<file path="src/rtl/mem_ctrl_pkg.sv">
// rtl/mem_ctrl_pkg.sv - shared state encoding, length codes and I/O decode for mem_ctrl
package mem_ctrl_pkg;

  typedef enum logic [1:0] {
    ST_IDLE  = 2'd0,
    ST_READ  = 2'd1,
    ST_WRITE = 2'd2
  } state_e;

  localparam logic [2:0] LEN_BYTE = 3'd1;
  localparam logic [2:0] LEN_HALF = 3'd2;
  localparam logic [2:0] LEN_WORD = 3'd4;

  // addr[17:16] value that selects the memory-mapped I/O space
  localparam logic [1:0] IO_SPACE = 2'b11;

  typedef struct packed {
    logic        is_write;
    logic [31:0] addr;
    logic [2:0]  len;
    logic [31:0] data;
  } req_t;

  function automatic logic [2:0] norm_len(input logic [2:0] len);
    case (len)
      LEN_BYTE, LEN_HALF: return len;
      default:            return LEN_WORD;
    endcase
  endfunction

  function automatic logic is_io(input logic [1:0] space);
    return space == IO_SPACE;
  endfunction

endpackage

</file>
<file path="src/rtl/mem_req_slot.sv">
// rtl/mem_req_slot.sv - one-deep pending-request latch with same-cycle bypass
module mem_req_slot
  import mem_ctrl_pkg::*;
(
  input  logic        clk,
  input  logic        rst,
  input  logic        rdy,
  input  logic        en_i,
  input  logic        is_write_i,
  input  logic [31:0] addr_i,
  input  logic [2:0]  len_i,
  input  logic [31:0] data_i,
  input  logic        take_i,
  output logic        valid_o,
  output logic        is_write_o,
  output logic [31:0] addr_o,
  output logic [2:0]  len_o,
  output logic [31:0] data_o
);

  logic valid_q, valid_d;
  req_t slot_q, slot_d, in_req, view;

  assign in_req = '{is_write: is_write_i, addr: addr_i, len: norm_len(len_i), data: data_i};

  // An empty slot exposes the incoming pulse directly so IDLE can start it this cycle
  assign valid_o    = valid_q | (rdy & en_i);
  assign view       = valid_q ? slot_q : in_req;
  assign is_write_o = view.is_write;
  assign addr_o     = view.addr;
  assign len_o      = view.len;
  assign data_o     = view.data;

  always_comb begin
    valid_d = valid_q;
    slot_d  = slot_q;
    if (rdy) begin
      if (valid_q) begin
        if (take_i) valid_d = 1'b0;
      end else if (en_i && !take_i) begin
        valid_d = 1'b1;
        slot_d  = in_req;
      end
    end
  end

  always_ff @(posedge clk) begin
    if (rst) begin
      valid_q <= 1'b0;
      slot_q  <= '0;
    end else begin
      valid_q <= valid_d;
      slot_q  <= slot_d;
    end
  end

endmodule

</file>
<file path="src/rtl/mem_ctrl.sv">
// rtl/mem_ctrl.sv - byte-serial RAM controller arbitrating load/store and fetch ports
module mem_ctrl
  import mem_ctrl_pkg::*;
(
  input  logic        clk,
  input  logic        rst,
  input  logic        rdy,
  input  logic        lsb_enable,
  input  logic        lsb_is_write,
  input  logic [31:0] lsb_addr,
  input  logic [2:0]  lsb_data_len,
  input  logic [31:0] lsb_write_data,
  output logic        lsb_data_valid,
  output logic [31:0] lsb_data,
  input  logic        if_enable,
  input  logic [31:0] if_addr,
  output logic        if_data_valid,
  output logic [31:0] if_data,
  input  logic [7:0]  mem_din,
  output logic [7:0]  mem_dout,
  output logic [31:0] mem_a,
  output logic        mem_wr,
  input  logic        io_buffer_full
);

  logic        lsb_pend, lsb_p_wr, if_pend, if_p_wr;
  logic [31:0] lsb_p_addr, lsb_p_data, if_p_addr, if_p_data;
  logic [2:0]  lsb_p_len, if_p_len;
  logic        take_lsb, take_if;

  mem_req_slot u_lsb_slot (
    .clk        (clk),
    .rst        (rst),
    .rdy        (rdy),
    .en_i       (lsb_enable),
    .is_write_i (lsb_is_write),
    .addr_i     (lsb_addr),
    .len_i      (lsb_data_len),
    .data_i     (lsb_write_data),
    .take_i     (take_lsb),
    .valid_o    (lsb_pend),
    .is_write_o (lsb_p_wr),
    .addr_o     (lsb_p_addr),
    .len_o      (lsb_p_len),
    .data_o     (lsb_p_data)
  );

  mem_req_slot u_if_slot (
    .clk        (clk),
    .rst        (rst),
    .rdy        (rdy),
    .en_i       (if_enable),
    .is_write_i (1'b0),
    .addr_i     (if_addr),
    .len_i      (LEN_WORD),
    .data_i     (32'd0),
    .take_i     (take_if),
    .valid_o    (if_pend),
    .is_write_o (if_p_wr),
    .addr_o     (if_p_addr),
    .len_o      (if_p_len),
    .data_o     (if_p_data)
  );

  logic        sel_wr;
  logic [31:0] sel_addr, sel_data;
  logic [2:0]  sel_len;

  assign sel_wr   = lsb_pend ? lsb_p_wr   : if_p_wr;
  assign sel_addr = lsb_pend ? lsb_p_addr : if_p_addr;
  assign sel_data = lsb_pend ? lsb_p_data : if_p_data;
  assign sel_len  = lsb_pend ? lsb_p_len  : if_p_len;

  state_e      state_q, state_d;
  logic [2:0]  cnt_q, cnt_d, len_q, len_d, nxt;
  logic [1:0]  lane;
  logic        port_lsb_q, port_lsb_d;
  logic [31:0] base_q, base_d, wdata_q, wdata_d;
  logic [31:0] mem_a_q, mem_a_d, prev_a_q, prev_a_d;
  logic [7:0]  mem_dout_q, mem_dout_d;
  logic [31:0] buf_q, buf_d;
  logic        lsb_valid_q, lsb_valid_d, if_valid_q, if_valid_d;
  logic [31:0] lsb_data_q, lsb_data_d, if_data_q, if_data_d;
  logic        stall;

  assign stall = is_io(mem_a_q[17:16]) && io_buffer_full;

  always_comb begin
    state_d     = state_q;
    cnt_d       = cnt_q;
    len_d       = len_q;
    port_lsb_d  = port_lsb_q;
    base_d      = base_q;
    wdata_d     = wdata_q;
    mem_a_d     = mem_a_q;
    prev_a_d    = prev_a_q;
    mem_dout_d  = mem_dout_q;
    buf_d       = buf_q;
    lsb_valid_d = lsb_valid_q;
    if_valid_d  = if_valid_q;
    lsb_data_d  = lsb_data_q;
    if_data_d   = if_data_q;
    take_lsb    = 1'b0;
    take_if     = 1'b0;
    nxt         = cnt_q + 3'd1;
    lane        = cnt_q[1:0] - 2'd1;
    if (rdy) begin
      lsb_valid_d = 1'b0;
      if_valid_d  = 1'b0;
      prev_a_d    = mem_a_q;
      case (state_q)
        ST_IDLE: begin
          if (lsb_pend || if_pend) begin
            take_lsb   = lsb_pend;
            take_if    = !lsb_pend;
            state_d    = sel_wr ? ST_WRITE : ST_READ;
            cnt_d      = 3'd0;
            len_d      = sel_len;
            port_lsb_d = lsb_pend;
            base_d     = sel_addr;
            wdata_d    = sel_data;
            mem_a_d    = sel_addr;
            mem_dout_d = sel_data[7:0];
            buf_d      = '0;
          end
        end
        ST_READ: begin
          // mem_din now carries the byte addressed in the previous cycle
          if (cnt_q != 3'd0) buf_d[{lane, 3'b000} +: 8] = mem_din;
          if (cnt_q == len_q) begin
            state_d = ST_IDLE;
            if (port_lsb_q) begin
              lsb_valid_d = 1'b1;
              lsb_data_d  = buf_d;
            end else begin
              if_valid_d = 1'b1;
              if_data_d  = buf_d;
            end
          end else begin
            if (nxt < len_q) mem_a_d = base_q + {29'd0, nxt};
            cnt_d = nxt;
          end
        end
        ST_WRITE: begin
          if (!stall) begin
            if (cnt_q == len_q - 3'd1) begin
              state_d     = ST_IDLE;
              lsb_valid_d = 1'b1;
            end else begin
              cnt_d      = nxt;
              mem_a_d    = base_q + {29'd0, nxt};
              mem_dout_d = wdata_q[{nxt[1:0], 3'b000} +: 8];
            end
          end
        end
        default: state_d = ST_IDLE;
      endcase
    end
  end

  always_ff @(posedge clk) begin
    if (rst) begin
      state_q     <= ST_IDLE;
      cnt_q       <= '0;
      len_q       <= '0;
      port_lsb_q  <= 1'b0;
      base_q      <= '0;
      wdata_q     <= '0;
      mem_a_q     <= '0;
      prev_a_q    <= '0;
      mem_dout_q  <= '0;
      buf_q       <= '0;
      lsb_valid_q <= 1'b0;
      if_valid_q  <= 1'b0;
      lsb_data_q  <= '0;
      if_data_q   <= '0;
    end else begin
      state_q     <= state_d;
      cnt_q       <= cnt_d;
      len_q       <= len_d;
      port_lsb_q  <= port_lsb_d;
      base_q      <= base_d;
      wdata_q     <= wdata_d;
      mem_a_q     <= mem_a_d;
      prev_a_q    <= prev_a_d;
      mem_dout_q  <= mem_dout_d;
      buf_q       <= buf_d;
      lsb_valid_q <= lsb_valid_d;
      if_valid_q  <= if_valid_d;
      lsb_data_q  <= lsb_data_d;
      if_data_q   <= if_data_d;
    end
  end

  // While frozen, replay the last active address so the RAM re-presents the
  // byte that the in-flight read still has to capture when rdy returns.
  assign mem_a          = rdy ? mem_a_q : prev_a_q;
  assign mem_dout       = mem_dout_q;
  assign mem_wr         = !rst && rdy && (state_q == ST_WRITE) && !stall;
  assign lsb_data_valid = lsb_valid_q & rdy;
  assign if_data_valid  = if_valid_q & rdy;
  assign lsb_data       = lsb_data_q;
  assign if_data        = if_data_q;

endmodule

</file>
<file path="config.mk">
export PLATFORM = sky130hd
export DESIGN_NAME = mem_ctrl
export DESIGN_NICKNAME = d
export VERILOG_FILES = /design/src/rtl/mem_ctrl_pkg.sv /design/src/rtl/mem_req_slot.sv /design/src/rtl/mem_ctrl.sv
export SDC_FILE = /design/constraint.sdc
export NUM_CORES = 1
export LEC_CHECK = 0
export CAP_MARGIN = 30
export CELL_PAD_IN_SITES_DETAIL_PLACEMENT = 1
export CELL_PAD_IN_SITES_GLOBAL_PLACEMENT = 1
export CORE_ASPECT_RATIO = 0.75
export CORE_MARGIN = 5
export CORE_UTILIZATION = 31
export CTS_BUF_LIST = sky130_fd_sc_hd__clkbuf_8
export CTS_CLUSTER_SIZE = 16
export DETAILED_ROUTE_END_ITERATION = 12
export HOLD_SLACK_MARGIN = 0.1
export PLACE_DENSITY_LB_ADDON = 0.1
export SYNTH_ARGS = -nofsm -noshare
export SYNTH_HDL_FRONTEND = slang
export SYNTH_SLANG_ARGS = --single-unit
export TNS_END_PERCENT = 100
</file>
<file path="constraint.sdc">
create_clock -name clk -period 3.74 [get_ports clk]
set_input_delay 0.748 -clock clk [delete_from_list [all_inputs] [get_ports clk]]
set_output_delay 0.748 -clock clk [all_outputs]
set_load 0.02 [all_outputs]
</file>
==> impl_metrics.env <==
export IMPL_fin_nets=2162
export IMPL_dominantRegCellSynth="sky130_fd_sc_hd__dfxtp_1"
export IMPL_postSynthRegisterBits=346
export IMPL_drive_above_1_share_pct=9.850
export IMPL_synth_top_cells_by_count="346 x sky130_fd_sc_hd__dfxtp_1, 255 x sky130_fd_sc_hd__nor2_1, 249 x sky130_fd_sc_hd__nand2_1"
export IMPL_routed_wl_met3_um=2189
export IMPL_route_vias_total=14188
export IMPL_cts_htree_levels=2
export IMPL_synthDominantAreaCellType="sky130_fd_sc_hd__dfxtp_1"
export IMPL_synth_simple_area_share_pct=20.48
export IMPL_route_detailed_wl_per_inst_um=20.16
export IMPL_maximum_frequency_from_static_timing_analysis_mhz=302.9
export IMPL_cts_max_path_buffers=3
export IMPL_area_growth_syn_to_layout_pct=25.55
export IMPL_placed_area_sq_um=18620
export IMPL_die_x_um=270.5
export IMPL_cts_buffers_inserted=58
export IMPL_final_fill_count=5855
export IMPL_max_vdd_ir_drop_mv=0.2448
export IMPL_met1_length_um=24590
export IMPL_antenna_found_initial=2
export IMPL_place_congestion=0.7902
export IMPL_grt_first_pass_wirelength_um=85640
export IMPL_skew_ns=0.03844
export IMPL_synth_edf_count=0
export IMPL_power_per_cell_area_nw_per_um2=455.7
export IMPL_synth_mux_area_share_pct=10.61
export IMPL_die_height_um=205.3
export IMPL_floorplan_core_area_sq_um=50280
export IMPL_initial_utilization_pct=31.37
export IMPL_numPortBuffers=220
export IMPL_tightest_slew_ns=0.9793
export IMPL_ctsResizeCount=0
export IMPL_n_antenna_cell=0
export IMPL_timing_setup_tns_ns=0
export IMPL_io_pins=221
export IMPL_clk_transition_reported_paths_ns=0.07
export IMPL_async_reset_ff_share_pct=0
export IMPL_drt_vias_per_instance=5.201
export IMPL_critical_path_required_ns=2.99
export IMPL_clkLatencyLatePin_ns=0.66
export IMPL_post_route_cell_area_sq_um=19800
export IMPL_finalCritPeriodShare_pct=88.27
export IMPL_netlist_instances=1855
export IMPL_total_leakage_power_nw=7.049
export IMPL_avgSynthCellArea_sq_um=8.503
export IMPL_yosys_warnings=0
export IMPL_max_capacitance_violation_count=0
export IMPL_final_wl_um=54990
export IMPL_synth_top_cells_by_area="sky130_fd_sc_hd__dfxtp_1 44%, sky130_fd_sc_hd__nor2_1 6.1%, sky130_fd_sc_hd__mux2i_1 6.0%"
export IMPL_first_global_vias=14831
export IMPL_fin_ws_ns=0.4385
export IMPL_routed_wl_met2_um=27190
export IMPL_end_kind="primary output"
export IMPL_max_slew_margin_pct=34.71
export IMPL_topRoutingLayerUsed="met5"
export IMPL_synth_fa_ha_area_share_pct=1.475
export IMPL_finalHoldViolCount=0
export IMPL_tritoncts_clock_tree="yes"
export IMPL_place_detailed_hpwl_um=38330
export IMPL_ctsHoldBuffers=0
export IMPL_crit_type="flip-flop to primary output"
export IMPL_numClockSinks=346
export IMPL_grt_max_degree=174
export IMPL_setup_repair_after_global_routing_missed_its_margin="no"
export IMPL_critical_path_startpoint_type="flip-flop"
export IMPL_global_route_usage_total_pct=19.24
export IMPL_pre_cts_ws_ns=0.5403
export IMPL_drt_pre_antenna_iters=5
export IMPL_crit_arrival_ns=2.55
export IMPL_drt_iter0_markers=708
export IMPL_p_total_mw=9.024
export IMPL_finish_utilization_pct=39.38
export IMPL_post_route_minimum_period_ns=3.301
export IMPL_synth_nets=1987
export IMPL_rows=71
export IMPL_yosys_cell_count_top_type="sky130_fd_sc_hd__dfxtp_1"
export IMPL_result_of_the_run="complete, no violations"
export IMPL_ant_nets=0
export IMPL_synth_top_family_by_area="simple AND/OR/NAND/NOR gates"
export IMPL_crit_path_max_fanout=8
export IMPL_report_final_slew_viol_count=0
export IMPL_post_cts_buffers=0
export IMPL_final_setup_viol_count=0
export IMPL_cts_root_buffer_cell="sky130_fd_sc_hd__clkbuf_8"
export IMPL_synth_xor_area_share_pct=1.142
export IMPL_synth_distinct_cells=65
export IMPL_worst_hold_path_type="primary input to flip-flop"
export IMPL_mappedNetlistArea_sq_um=15770
export IMPL_drt_drc_violations_left=0
export IMPL_grt_overflow=0
export IMPL_die_area_sq_um=55540
export IMPL_sequential_area_share_after_synthesis_pct=43.92
export IMPL_compound_gate_portion_of_the_synthesized_area_pct=17.95
export IMPL_area_share_of_the_leading_cell_type_in_the_synthesized_netlist_pct=43.92
[worst paths after layout]
check / startpoint / to / slack [ns] / depth (start not counted)
worst max-delay path: state_q[0] / mem_wr / 0.44 / 5
worst max register to register: cnt_q[0] / mem_a_q[17] / 0.69 / 10
worst min-delay path: rst / buf_q[26] / 0.42 / 2
worst min register to register: u_lsb_slot.slot_q[47] / u_lsb_slot.slot_q[47] / 0.46 / 2
[layout by cell type, fill, tap and decap left out, drive strengths merged, types with 48 or more instances in the layout]
master / synthesis / routed
a211oi: 88 / 88
a21oi: 163 / 163
buf: 27 / 48
clkbuf: 124 / 65
clkdlybuf4s50: 0 / 218
dfxtp: 346 / 346
mux2: 49 / 49
mux2i: 94 / 94
nand2: 249 / 249
nor2: 255 / 255
nor3: 48 / 48
[cell type report]
type                            instances  area, sq um  area share [%]
Clock buffer                           65        894.6           4.518
Clock inverter                         36        290.3           1.466
Inverter                               26        97.59          0.4928
Multi-Input combinational cell       1332         8182           41.32
Sequential cell                       346         6932           35.00
Tap cell                              657        822.0           4.151
Timing Repair Buffer                  266         2585           13.05
[sequential cells by signal, summed over array words and instances (netlist names), 3 cells and up]
register,count
cnt_q,3
len_q,3
lsb_data,32
buf_q,32
wdata_q,32
u_lsb_slot.slot_q,68
mem_dout,8
u_if_slot.slot_q,33
prev_a_q,32
mem_a_q,32
if_data,32
base_q,32
[kinds of logic after synthesis]
logic type | after synthesis
compound gates | 421
xor+xnor | 19
fa+ha+maj | 18
buf+inv | 177
flops | 346
mux | 151
simple gates | 723
[power breakdown]
part,leakage (nW),switching [mW],internal [mW]
logic,3.55,0.833,0.592
registers,2.81,0.164,3.87
clock network,0.686,1.63,1.93
total,7.05,2.63,6.40
[per-stage QoR]
step                hold WS [ns]  cells
floorplan                 0.4269   1855
global placement          0.4409   2627
detailed placement        0.4470   2627
CTS                       0.3651   2728
global route              0.3927   2728
finish                    0.4187   2728
[critical path: stages (launching register included)]
cell and delay [ns]:
sky130_fd_sc_hd__dfxtp_1 0.35, sky130_fd_sc_hd__inv_1 0.10, sky130_fd_sc_hd__ha_1 0.39, sky130_fd_sc_hd__nand2_1 0.13, sky130_fd_sc_hd__nor3_1 0.21, sky130_fd_sc_hd__clkdlybuf4s50_1 0.71
[per-layer routing]
layer	GRT usage [%]	vias up
met5	0	-
met1	24.62	6970
met2	33.80	229
met3	3.626	76
met4	4.608	4
li1	-	6909
Note: power is estimated with default switching activity, not from simulation.
